### config.mk
export PLATFORM = sky130hd
export DESIGN_NAME = image_frame_sequencer_flat
export DESIGN_NICKNAME = d
export VERILOG_FILES = /design/src/rtl/image_frame_sequencer_pkg.sv /design/src/rtl/image_frame_sequencer_if.sv /design/src/rtl/image_frame_sequencer_pixel_op.sv /design/src/rtl/image_frame_sequencer.sv /design/src/flat_wrapper.sv
export SDC_FILE = /design/constraint.sdc
export NUM_CORES = 1
export LEC_CHECK = 0
export CAP_MARGIN = 20
export CORE_MARGIN = 2
export CORE_UTILIZATION = 40
export DETAILED_ROUTE_END_ITERATION = 6
export GPL_TIMING_DRIVEN = 0
export PLACE_DENSITY = 0.67
export RECOVER_POWER = 50
export SYNTH_ARGS = -nofsm -noshare
export SYNTH_HDL_FRONTEND = slang
export SYNTH_SLANG_ARGS = --single-unit
### constraint.sdc
create_clock -name clk -period 5.05 [get_ports clk]
set_input_delay 0.7575 -clock clk [delete_from_list [all_inputs] [get_ports clk]]
set_output_delay 0.7575 -clock clk [all_outputs]
set_load 0.02 [all_outputs]
### src/rtl/image_frame_sequencer_pkg.sv
// Shared types and constants for the image frame sequencer and its per-pixel datapath.
// Holds the mode encodings, FSM states, grayscale weights and the pixel/tag records.
package img_pkg;

    typedef enum logic [1:0] {
        MODE_PASS = 2'd0,
        MODE_INV  = 2'd1,
        MODE_GRAY = 2'd2,
        MODE_THR  = 2'd3
    } mode_e;

    typedef enum logic [1:0] {
        IDLE  = 2'd0,
        RUN   = 2'd1,
        DRAIN = 2'd2,
        DONE  = 2'd3
    } state_e;

    // Luma weights as left-shift amounts (1, 2, 1), then a divide by 4.
    localparam int GRAY_SHL_R = 0;
    localparam int GRAY_SHL_G = 1;
    localparam int GRAY_SHL_B = 0;
    localparam int GRAY_SHIFT = 2;

    typedef struct packed {
        logic [7:0] r;
        logic [7:0] g;
        logic [7:0] b;
    } pixel_t;

    typedef struct packed {
        logic [15:0] row;
        logic [15:0] col;
        logic        sof;
        logic        eol;
        logic        eof;
    } tag_t;

    typedef struct packed {
        pixel_t pix;
        tag_t   tag;
    } entry_t;

    function automatic logic [7:0] gray_level(input pixel_t p);
        logic [9:0] sum;
        sum = ({2'b00, p.r} << GRAY_SHL_R) + ({2'b00, p.g} << GRAY_SHL_G) + ({2'b00, p.b} << GRAY_SHL_B);
        return sum[GRAY_SHIFT +: 8];
    endfunction

endpackage

### src/rtl/image_frame_sequencer_if.sv
// Pixel-store read port and writer-side ready/valid pixel stream of the frame sequencer.
// The master modport is the sequencer; the slave modport is the store/writer side.
interface image_frame_sequencer_if #(
    parameter int ADDR_W = 19
);
    logic              rd_en;
    logic [ADDR_W-1:0] rd_addr;
    logic [23:0]       rd_data;
    logic              out_valid;
    logic              out_ready;
    logic [7:0]        R;
    logic [7:0]        G;
    logic [7:0]        B;
    logic [15:0]       out_row;
    logic [15:0]       out_col;
    logic              out_sof;
    logic              out_eol;
    logic              out_eof;

    modport master (
        output rd_en, rd_addr, out_valid, R, G, B, out_row, out_col, out_sof, out_eol, out_eof,
        input  rd_data, out_ready
    );

    modport slave (
        input  rd_en, rd_addr, out_valid, R, G, B, out_row, out_col, out_sof, out_eol, out_eof,
        output rd_data, out_ready
    );
endinterface

### src/rtl/image_frame_sequencer_pixel_op.sv
// Combinational per-pixel operation (pass, invert, grayscale, threshold), shared by
// the frame sequencer and future filters.
module img_pixel_op
    import img_pkg::*;
(
    input  logic [1:0] mode,
    input  logic [7:0] thresh,
    input  pixel_t     rgb_in,
    output pixel_t     rgb_out
);

    logic [7:0] y_s;
    logic [7:0] bin_s;

    // Select the transform; 255-x is the bitwise complement for 8-bit channels.
    always_comb begin
        y_s = gray_level(rgb_in);
        if (y_s >= thresh) begin
            bin_s = 8'hFF;
        end else begin
            bin_s = 8'h00;
        end
        case (mode)
            MODE_PASS: rgb_out = rgb_in;
            MODE_INV:  rgb_out = ~rgb_in;
            MODE_GRAY: rgb_out = {y_s, y_s, y_s};
            MODE_THR:  rgb_out = {bin_s, bin_s, bin_s};
            default:   rgb_out = rgb_in;
        endcase
    end

endmodule

### src/rtl/image_frame_sequencer.sv
// Frame sequencer: scans the pixel store, applies the selected pixel operation and streams
// tagged pixels through a 2-entry FIFO. Optional abort input when IMG_SEQ_ABORT_EN is defined.
module image_frame_sequencer
    import img_pkg::*;
#(
    parameter int WIDTH     = 512,
    parameter int HEIGHT    = 768,
    parameter int ADDR_W    = 19,
    parameter int FLIP_ROWS = 1
) (
    input  logic       clk,
    input  logic       rst,
    input  logic       start,
    input  logic [1:0] mode,
    input  logic [7:0] thresh,
`ifdef IMG_SEQ_ABORT_EN
    input  logic       abort,
`endif
    output logic       busy,
    output logic       done,
    image_frame_sequencer_if.master bus
);

    localparam logic [15:0] ROW_FIRST = (FLIP_ROWS != 0) ? 16'(HEIGHT - 1) : 16'd0;
    localparam logic [15:0] ROW_LAST  = (FLIP_ROWS != 0) ? 16'd0 : 16'(HEIGHT - 1);
    localparam logic [15:0] COL_LAST  = 16'(WIDTH - 1);

    state_e      state_q, state_d;
    logic [1:0]  mode_q, mode_d;
    logic [7:0]  thresh_q, thresh_d;
    logic [15:0] row_q, row_d;
    logic [15:0] col_q, col_d;
    logic        first_q, first_d;
    logic        dv_q, dv_d;
    tag_t        dv_tag_q, dv_tag_d;
    entry_t      fifo_q [2];
    entry_t      fifo_d [2];
    logic        wr_ptr_q, wr_ptr_d;
    logic        rd_ptr_q, rd_ptr_d;
    logic [1:0]  count_q, count_d;
    logic        busy_q, busy_d;
    logic        done_q, done_d;

    logic              abort_s;
    logic              pop_s;
    logic              push_s;
    logic              issue_s;
    logic              last_rd_s;
    logic              drained_s;
    logic [2:0]        occ_s;
    logic [ADDR_W-1:0] rd_addr_s;
    pixel_t            rd_pix_s;
    pixel_t            op_pix_s;
    entry_t            head_s;

`ifdef IMG_SEQ_ABORT_EN
    assign abort_s = abort && ((state_q == RUN) || (state_q == DRAIN));
`else
    assign abort_s = 1'b0;
`endif

    assign rd_pix_s  = bus.rd_data;
    assign last_rd_s = (row_q == ROW_LAST) && (col_q == COL_LAST);
    assign rd_addr_s = ADDR_W'(row_q) * ADDR_W'(WIDTH) + ADDR_W'(col_q);
    assign push_s    = dv_q && !abort_s;
    assign drained_s = !dv_q && ((count_q == 2'd0) || ((count_q == 2'd1) && pop_s));

    img_pixel_op u_pixel_op (
        .mode    (mode_q),
        .thresh  (thresh_q),
        .rgb_in  (rd_pix_s),
        .rgb_out (op_pix_s)
    );

    // Read credit: FIFO entries plus the pixel arriving this cycle never exceed two.
    always_comb begin
        occ_s = {1'b0, count_q} + {2'b00, dv_q};
        pop_s = (count_q != 2'd0) && bus.out_ready;
        if ((state_q == RUN) && !abort_s) begin
            issue_s = (occ_s < 3'd2) || ((occ_s == 3'd2) && pop_s);
        end else begin
            issue_s = 1'b0;
        end
    end

    // Frame FSM and scan counters.
    always_comb begin
        state_d  = state_q;
        mode_d   = mode_q;
        thresh_d = thresh_q;
        row_d    = row_q;
        col_d    = col_q;
        first_d  = first_q;
        case (state_q)
            IDLE: begin
                if (start) begin
                    state_d  = RUN;
                    mode_d   = mode;
                    thresh_d = thresh;
                    row_d    = ROW_FIRST;
                    col_d    = 16'd0;
                    first_d  = 1'b1;
                end else begin
                    state_d = IDLE;
                end
            end
            RUN: begin
                if (abort_s) begin
                    state_d = DONE;
                end else if (issue_s) begin
                    first_d = 1'b0;
                    if (col_q == COL_LAST) begin
                        col_d = 16'd0;
                        row_d = (FLIP_ROWS != 0) ? (row_q - 16'd1) : (row_q + 16'd1);
                    end else begin
                        col_d = col_q + 16'd1;
                    end
                    if (last_rd_s) begin
                        state_d = DRAIN;
                    end else begin
                        state_d = RUN;
                    end
                end else begin
                    state_d = RUN;
                end
            end
            DRAIN: begin
                if (abort_s || drained_s) begin
                    state_d = DONE;
                end else begin
                    state_d = DRAIN;
                end
            end
            DONE:    state_d = IDLE;
            default: state_d = IDLE;
        endcase
    end

    // In-flight read tracking and the 2-entry output FIFO; tags ride along with the pixel.
    always_comb begin
        dv_d     = issue_s;
        dv_tag_d = dv_tag_q;
        fifo_d   = fifo_q;
        wr_ptr_d = wr_ptr_q;
        rd_ptr_d = rd_ptr_q;
        count_d  = count_q;
        if (issue_s) begin
            dv_tag_d = {row_q, col_q, first_q, (col_q == COL_LAST), last_rd_s};
        end else begin
            dv_tag_d = dv_tag_q;
        end
        if (abort_s) begin
            wr_ptr_d = 1'b0;
            rd_ptr_d = 1'b0;
            count_d  = 2'd0;
        end else begin
            if (push_s) begin
                fifo_d[wr_ptr_q] = {op_pix_s, dv_tag_q};
                wr_ptr_d         = ~wr_ptr_q;
            end else begin
                wr_ptr_d = wr_ptr_q;
            end
            if (pop_s) begin
                rd_ptr_d = ~rd_ptr_q;
            end else begin
                rd_ptr_d = rd_ptr_q;
            end
            count_d = count_q + {1'b0, push_s} - {1'b0, pop_s};
        end
        busy_d = (state_d == RUN) || (state_d == DRAIN);
        done_d = (state_d == DONE);
    end

    // State registers with synchronous reset; a reset also drops the in-flight pixel.
    always_ff @(posedge clk) begin
        if (rst) begin
            state_q  <= IDLE;
            mode_q   <= 2'd0;
            thresh_q <= 8'd0;
            row_q    <= 16'd0;
            col_q    <= 16'd0;
            first_q  <= 1'b0;
            dv_q     <= 1'b0;
            dv_tag_q <= '0;
            for (int i = 0; i < 2; i++) begin
                fifo_q[i] <= '0;
            end
            wr_ptr_q <= 1'b0;
            rd_ptr_q <= 1'b0;
            count_q  <= 2'd0;
            busy_q   <= 1'b0;
            done_q   <= 1'b0;
        end else begin
            state_q  <= state_d;
            mode_q   <= mode_d;
            thresh_q <= thresh_d;
            row_q    <= row_d;
            col_q    <= col_d;
            first_q  <= first_d;
            dv_q     <= dv_d;
            dv_tag_q <= dv_tag_d;
            fifo_q   <= fifo_d;
            wr_ptr_q <= wr_ptr_d;
            rd_ptr_q <= rd_ptr_d;
            count_q  <= count_d;
            busy_q   <= busy_d;
            done_q   <= done_d;
        end
    end

    assign head_s        = fifo_q[rd_ptr_q];
    assign bus.rd_en     = issue_s;
    assign bus.rd_addr   = issue_s ? rd_addr_s : '0;
    assign bus.out_valid = (count_q != 2'd0);
    assign bus.R         = head_s.pix.r;
    assign bus.G         = head_s.pix.g;
    assign bus.B         = head_s.pix.b;
    assign bus.out_row   = head_s.tag.row;
    assign bus.out_col   = head_s.tag.col;
    assign bus.out_sof   = head_s.tag.sof;
    assign bus.out_eol   = head_s.tag.eol;
    assign bus.out_eof   = head_s.tag.eof;
    assign busy          = busy_q;
    assign done          = done_q;

endmodule

### src/flat_wrapper.sv
// flat-port wrapper written by rule: the top's interface ports become plain ports
module image_frame_sequencer_flat import img_pkg::*;
#(
    parameter int WIDTH     = 512,
    parameter int HEIGHT    = 768,
    parameter int ADDR_W    = 19,
    parameter int FLIP_ROWS = 1
)
  (clk, rst, start, mode, thresh, busy, done, bus_rd_en, bus_rd_addr, bus_out_valid, bus_R, bus_G, bus_B, bus_out_row, bus_out_col, bus_out_sof, bus_out_eol, bus_out_eof, bus_rd_data, bus_out_ready);
  image_frame_sequencer_if #(.ADDR_W(ADDR_W)) bus_i ();
  input  logic clk;
  input  logic rst;
  input  logic start;
  input  logic [1:0] mode;
  input  logic [7:0] thresh;
  output logic busy;
  output logic done;
  output wire logic [$bits(bus_i.rd_en)-1:0] bus_rd_en;
  output wire logic [$bits(bus_i.rd_addr)-1:0] bus_rd_addr;
  output wire logic [$bits(bus_i.out_valid)-1:0] bus_out_valid;
  output wire logic [$bits(bus_i.R)-1:0] bus_R;
  output wire logic [$bits(bus_i.G)-1:0] bus_G;
  output wire logic [$bits(bus_i.B)-1:0] bus_B;
  output wire logic [$bits(bus_i.out_row)-1:0] bus_out_row;
  output wire logic [$bits(bus_i.out_col)-1:0] bus_out_col;
  output wire logic [$bits(bus_i.out_sof)-1:0] bus_out_sof;
  output wire logic [$bits(bus_i.out_eol)-1:0] bus_out_eol;
  output wire logic [$bits(bus_i.out_eof)-1:0] bus_out_eof;
  input wire logic [$bits(bus_i.rd_data)-1:0] bus_rd_data;
  input wire logic [$bits(bus_i.out_ready)-1:0] bus_out_ready;
  assign bus_rd_en = bus_i.rd_en;
  assign bus_rd_addr = bus_i.rd_addr;
  assign bus_out_valid = bus_i.out_valid;
  assign bus_R = bus_i.R;
  assign bus_G = bus_i.G;
  assign bus_B = bus_i.B;
  assign bus_out_row = bus_i.out_row;
  assign bus_out_col = bus_i.out_col;
  assign bus_out_sof = bus_i.out_sof;
  assign bus_out_eol = bus_i.out_eol;
  assign bus_out_eof = bus_i.out_eof;
  assign bus_i.rd_data = bus_rd_data;
  assign bus_i.out_ready = bus_out_ready;
  image_frame_sequencer #(.WIDTH(WIDTH), .HEIGHT(HEIGHT), .ADDR_W(ADDR_W), .FLIP_ROWS(FLIP_ROWS)) u_core (.clk(clk), .rst(rst), .start(start), .mode(mode), .thresh(thresh), .busy(busy), .done(done), .bus(bus_i));
endmodule
# Yosys cells after proc, flatten, opt, wreduce, memory -nomap -nowiden
# Cells that the tools add are included.
# word_totals
ff_bits,205
elab_cells,111
out_inout_bits,82
inputBits,38
# classes
n_mux,26
n_lt_le_gt_ge,5
eq_ne,15
bitwise_logic,5
add_sub_neg,8
n_reduce_logical,19
# ops
cell,n
$mux 59,4
$bwmux 118,1
$mux 16,6
$pmux 24 s4,1
$pmux 16 s2,2
$demux 59 s1,1
$not 24->24,1
$add 19x16->19,1
$mux 19,1
$add 16x1->16 const B,1
$eq 16x9->1 const B,1
$logic_not 16->1,1
$sub 16x1->16 const B,1
$eq 2x2->1 const B,6
$add 10x8->10,1
$add 8x9->10,1
$eq 2x1->1 const B,4
$ge 8x8->1,1
$mux 8,1
$pmux 2 s4,1
$logic_and 1x1->1,6
$logic_not 2->1,3
$mux 1,5
$ge 2x2->1 const B,2
other kinds (18),25

# Depth between registers and ports, before layout
# logic_depth
ltp_word,9
depth_mapped,16
ltp_nobuf,15

# Hierarchy
# Synthesis repeated with hierarchy kept, for this count alone.
# hier_totals
cells_unflattened,1249
area_unflattened_um2,9974.6
# by_module_without_submodules
mod,n_inst,area_per_inst_um2,cells_per_inst,seq_area_each_um2
image_frame_sequencer,1,8768.4,1079,4103.9
img_pixel_op,1,1206.2,170,0.0

# Worst setup path before layout
# OpenSTA, ideal clock, no wires.
# synth_timing
kind,in2reg
startpoint,in bus_rd_data[2]
endpoint,reg u_core.fifo_q[101] (netlist bit)
setup_slack_ns,1.265
t_arrival_ns,3.700
stages,13
t_required_ns,4.964
setup_ns,0.086
n_path_buf,1
path_cell_list,fa_1 > ha_1 > nand4b_1 > a211oi_1 > nor2_1 > xnor2_1 > ha_1 > o21ai_0 > o31a_1 > o21ai_1 > buf_2 > o211ai_1 > a211oi_1
# synth_via
elab_chain_cells,5
# synth_rtl
element,line,source
from (decl),flat_wrapper.sv:29,input wire logic [$bits(bus_i.rd_data)-1:0] bus_rd_data;
$add 10x8->10 *,image_frame_sequencer_pkg.sv:46,"sum = ({2'b00, p.r} << GRAY_SHL_R) + ({2'b00, p.g} << GRAY_SHL_G) + ({2'b00, p.b} << GRAY_SHL_B);"
$ge 8x8->1,image_frame_sequencer_pixel_op.sv:18,if (y_s >= thresh) begin
$mux 8,image_frame_sequencer_pixel_op.sv:18,
$pmux 24 s4 *,image_frame_sequencer_pixel_op.sv:23,case (mode)
$bwmux 118 *,image_frame_sequencer.sv:158,"fifo_d[wr_ptr_q] = {op_pix_s, dv_tag_q};"
to (signal assigned),image_frame_sequencer.sv:202,fifo_q <= fifo_d;
to (decl),image_frame_sequencer.sv:36,entry_t fifo_q [2];
# Mark *: on every way between the ends. The rest lies on a longest branch, timed or not.
# A chain may end at the register's enable or synchronous reset.

# Worst setup path in the final report
# layout_timing
startpoint,reg u_core.dv_q
endpoint,out bus_rd_addr[18]
# layout_via
elab_chain_cells,6
# layout_rtl
element,line,source
from (decl),image_frame_sequencer.sv:34,"logic dv_q, dv_d;"
from (signal assigned),image_frame_sequencer.sv:200,dv_q <= dv_d;
$add 2x1->3 *,image_frame_sequencer.sv:77,"occ_s = {1'b0, count_q} + {2'b00, dv_q};"
"parallel branches: the longest is 2 deep, another holds $lt 3x2->1",--,
$logic_or 1x1->1 *,image_frame_sequencer.sv:80,issue_s = (occ_s < 3'd2) || ((occ_s == 3'd2) && pop_s);
$mux 1 *,image_frame_sequencer.sv:79,if ((state_q == RUN) && !abort_s) begin
$mux 19 *,image_frame_sequencer.sv:213,assign bus.rd_addr = issue_s ? rd_addr_s : '0;
to (decl),flat_wrapper.sv:19,output wire logic [$bits(bus_i.rd_addr)-1:0] bus_rd_addr;
# Mark *: on every way between the ends.

==> impl_metrics.csv <==
group,metric,value,unit
sta,fmax,216,MHz
routing,finalWirelength,28700,µm
sta,whs,0.449,ns
finish,layout-drive-gt1-share,0.0899,
finish,area.growth.synth_to_final,24.1,%
finish,final_area,0.0121,mm²
setup_path,cp-start-kind,"flop",
synth,yosys-mux-area-fraction,0.0699,
sta,fin_skew,0.0176,ns
power_and_ir_drop,powerDensity,383,mW/mm²
finish,final_util,0.503,
finish,multi_input_area,0.00521,mm²
power_and_ir_drop,ir_drop,0.202,mV
synth,synthesis.area,0.00979,mm²
cts,post-cts-setup-buffers,0,
setup_path,critPathRequiredTime,4.29,ns
placed_design,place_area,0.0114,mm²
floorplan,placementRows,57,
synth,synth_compound_area_frac,0.183,
synth,async_flop_share,0,
cts,clkTransAtPathRegs,0.06,ns
cts,hold_buffers,0,
placed_design,gp_congestion,0.916,
routing,drtIter0Drc,608,
synth,synth_top_family_by_area,"compound AO/OA/AOI/OAI gates",
finish,antennaDiodeCount,0,
global_routing,grt_remaining_overflow,0,
global_routing,met1_usage,0.299,
global_routing,top_usage_layer,"met2",
cts,clkLatencyLatePin,0.51,ns
status,status,"completed",
synth,synthFlopType,"dfxtp_1",
sta,worstMarginPinSlew,1.00,ns
synth,synth_seq_cells,205,
floorplan,die_area,0.0257,mm²
cts,cts.sinks,205,
sta,max_slew_margin,0.332,
synth,syn_inst,1131,
cts,numCtsBuffers,23,
synth,syn-num-nets,1208,
sta,rsz0062_at_grt,"no",
sta,hold_violations,0,
run,maxCapViolCount,0,
synth,synthXorXnorAreaFrac,0.0474,
setup_path,worstSetupPathType,"flop to primary output",
finish,seq_area,0.00410,mm²
sta,period_share,0.916,
power_and_ir_drop,cellLeakagePower,4.58,nW
floorplan,dieHeight,160,µm
sta,setup_tns,0,ns
global_routing,antenna_found_initial,0,
cts,cts_buffer_depth,3,
worst_hold_path,holdCritPathClass,"flop to flop",
routing,num_vias,8574,
global_routing,grt_pass1_wl,45900,µm
routing,avgRoutedWirePerCell,17.8,µm
cts,ctsResizeCount,0,
synth,synthSimpleGateAreaFrac,0.179,
synth,synth.distinct_cells,61,
sta,setup_viol,0,
synth,synth_enable_flop_cells,0,
floorplan,ios,120,
cts,cts_tree,"yes",
synth,syn_area_per_cell,8.66,µm²
global_routing,grt_usage,0.221,
finish,finalNonFillerCells,1614,
synth,seq_area_frac_synth,0.419,
setup_path,arrival,3.87,ns
placed_design,portBuffers,119,
floorplan,core_area,0.0242,mm²
floorplan,die_w,160,µm
setup_path,cp-end-kind,"primary output",
global_routing,use_met3,0.0297,
finish,finalNetCount,1352,
floorplan,start_util,0.405,
routing,routed_via_density,5.31,
synth,yosysWarnings,0,
sta,slew_violations,0,
routing,dr.pass1.iters,5,
placed_design,hpwlAfterDp,21100,µm
routing,drc,0,
finish,final.fill_count,2268,
cts,htreeDepth,1,
placed_design,placed_cells,1574,
global_routing,met2_usage,0.367,
global_routing,grt_max_degree,14,
cts,root_buffer,"clkbuf_16",
synth,synthAdderAreaFrac,0.0567,
routing,ant_nets,0,
setup_path,critPathMaxFanout,10,
sta,min_period,4.62,ns
global_routing,grt_pass1_vias,8595,
area by class of cell:
| type | instances | share of cell area |
|---|---|---|
| multi-input combinational | 815 | 0.429 |
| sequential | 205 | 0.338 |
| timing repair buffer | 119 | 0.0980 |
| clock buffer | 32 | 0.0534 |
| tap | 324 | 0.0334 |
| buffer | 77 | 0.0258 |
| clock inverter | 8 | 0.0119 |
| inverter | 34 | 0.0105 |
power by group:
group          switching [mW]  internal, mW  total, mW
Combinational           0.698         0.435       1.13
Sequential             0.0625          1.70       1.76
Clock                   0.664          1.10       1.76
Total                    1.42          3.23       4.65
cell families (layout without fill, tap and decap cells):
| kind of cell | count (synthesis) | in the layout |
|---|---|---|
| mux | 61 | 61 |
| compound gates | 275 | 275 |
| fa+ha+maj | 39 | 39 |
| xor+xnor | 53 | 53 |
| flops | 205 | 205 |
| simple gates | 387 | 387 |
| buf+inv | 111 | 270 |
cells in the final DEF, fill, tap and decap left out, types with 20 or more instances in the layout:
cell,Yosys,final
a21oi_1,118,119
nand3_1,20,20
nand2_1,184,184
a22o_1,42,42
a22oi_1,21,21
dfxtp_1,205,205
nor2_1,93,93
clkdlybuf4s50_1,0,115
clkbuf_1,48,61
ha_1,30,30
inv_1,33,33
o21ai_0,28,28
xor2_1,38,38
mux2_2,59,59
clkbuf_16,0,23
through the flow:
step | setup WS (ns) | total power, mW
2_1_floorplan | 1.26 | 2.54
3_3_place_gp | 0.0765 | 2.92
3_5_place_dp | 0.0531 | 2.94
4_1_cts | 0.537 | 4.69
5_1_grt | 0.159 | 4.87
6_report | 0.425 | 4.65
path summary, 6_finish.rpt:
check | slack, ns | endpoint | from | cells after the start
setup / recovery | 0.43 | bus_rd_addr[18] | u_core.dv_q | 11
hold / removal | 0.45 | u_core.fifo_q[92] | u_core.fifo_q[92] | 2
setup reg to reg | 1.56 | u_core.busy | u_core.dv_q | 10
hold reg to reg | 0.45 | u_core.fifo_q[92] | u_core.fifo_q[92] | 2
synthesized netlist by cell type (4+ instances only):
cell type	count	area, µm²
and2_1	9	56.3
nor3_1	15	75.1
nor2b_1	8	50.1
a22oi_1	21	158
buf_2	12	60.1
nand4_1	12	75.1
clkbuf_1	48	180
inv_1	33	124
a211oi_1	10	75.1
nor2_1	93	349
o221ai_1	4	35.0
a21oi_1	118	591
fa_1	9	180
nand3_1	20	100
nand2b_1	16	100
ha_1	30	375
xnor2_1	15	131
o211ai_1	5	37.5
a22o_1	42	368
dfxtp_1	205	4100
and3_1	5	31.3
nand2_1	184	691
o21a_1	6	45.0
mux2_2	59	664
o22ai_1	11	68.8
xor2_1	38	333
o21ai_0	28	140
a21o_1	6	45.0
o21bai_1	5	37.5
buf_1	15	56.3
nor4_1	4	25.0
metal layers:
metal,vias to the layer above,routed length (µm)
met5,-,0
met1,4057,13100
met2,239,13400
met3,47,1400
met4,0,765
li1,4231,-
flip-flops by register name, summed over array words and instances (netlist names):
signal / flops
u_core.mode_q: 2
u_core.first_q: 1
u_core.dv_tag_q: 35
u_core.row_q: 16
u_core.fifo_q: 118
u_core.state_q: 2
u_core.rd_ptr_q: 1
u_core.wr_ptr_q: 1
u_core.dv_q: 1
u_core.thresh_q: 8
u_core.count_q: 2
u_core.busy: 1
u_core.done: 1
u_core.col_q: 16
critical path: stages (launching register included):
cell and delay [ns]:
dfxtp_1 0.41, ha_1 0.22, inv_1 0.05, ha_1 0.25
nor2b_1 0.13, a32oi_1 0.81, inv_2 0.23, buf_2 0.27
nand2_1 0.16, a31oi_1 0.06, a41o_1 0.22, clkdlybuf4s50_1 0.54
Note: power is estimated with default switching activity, not from simulation.
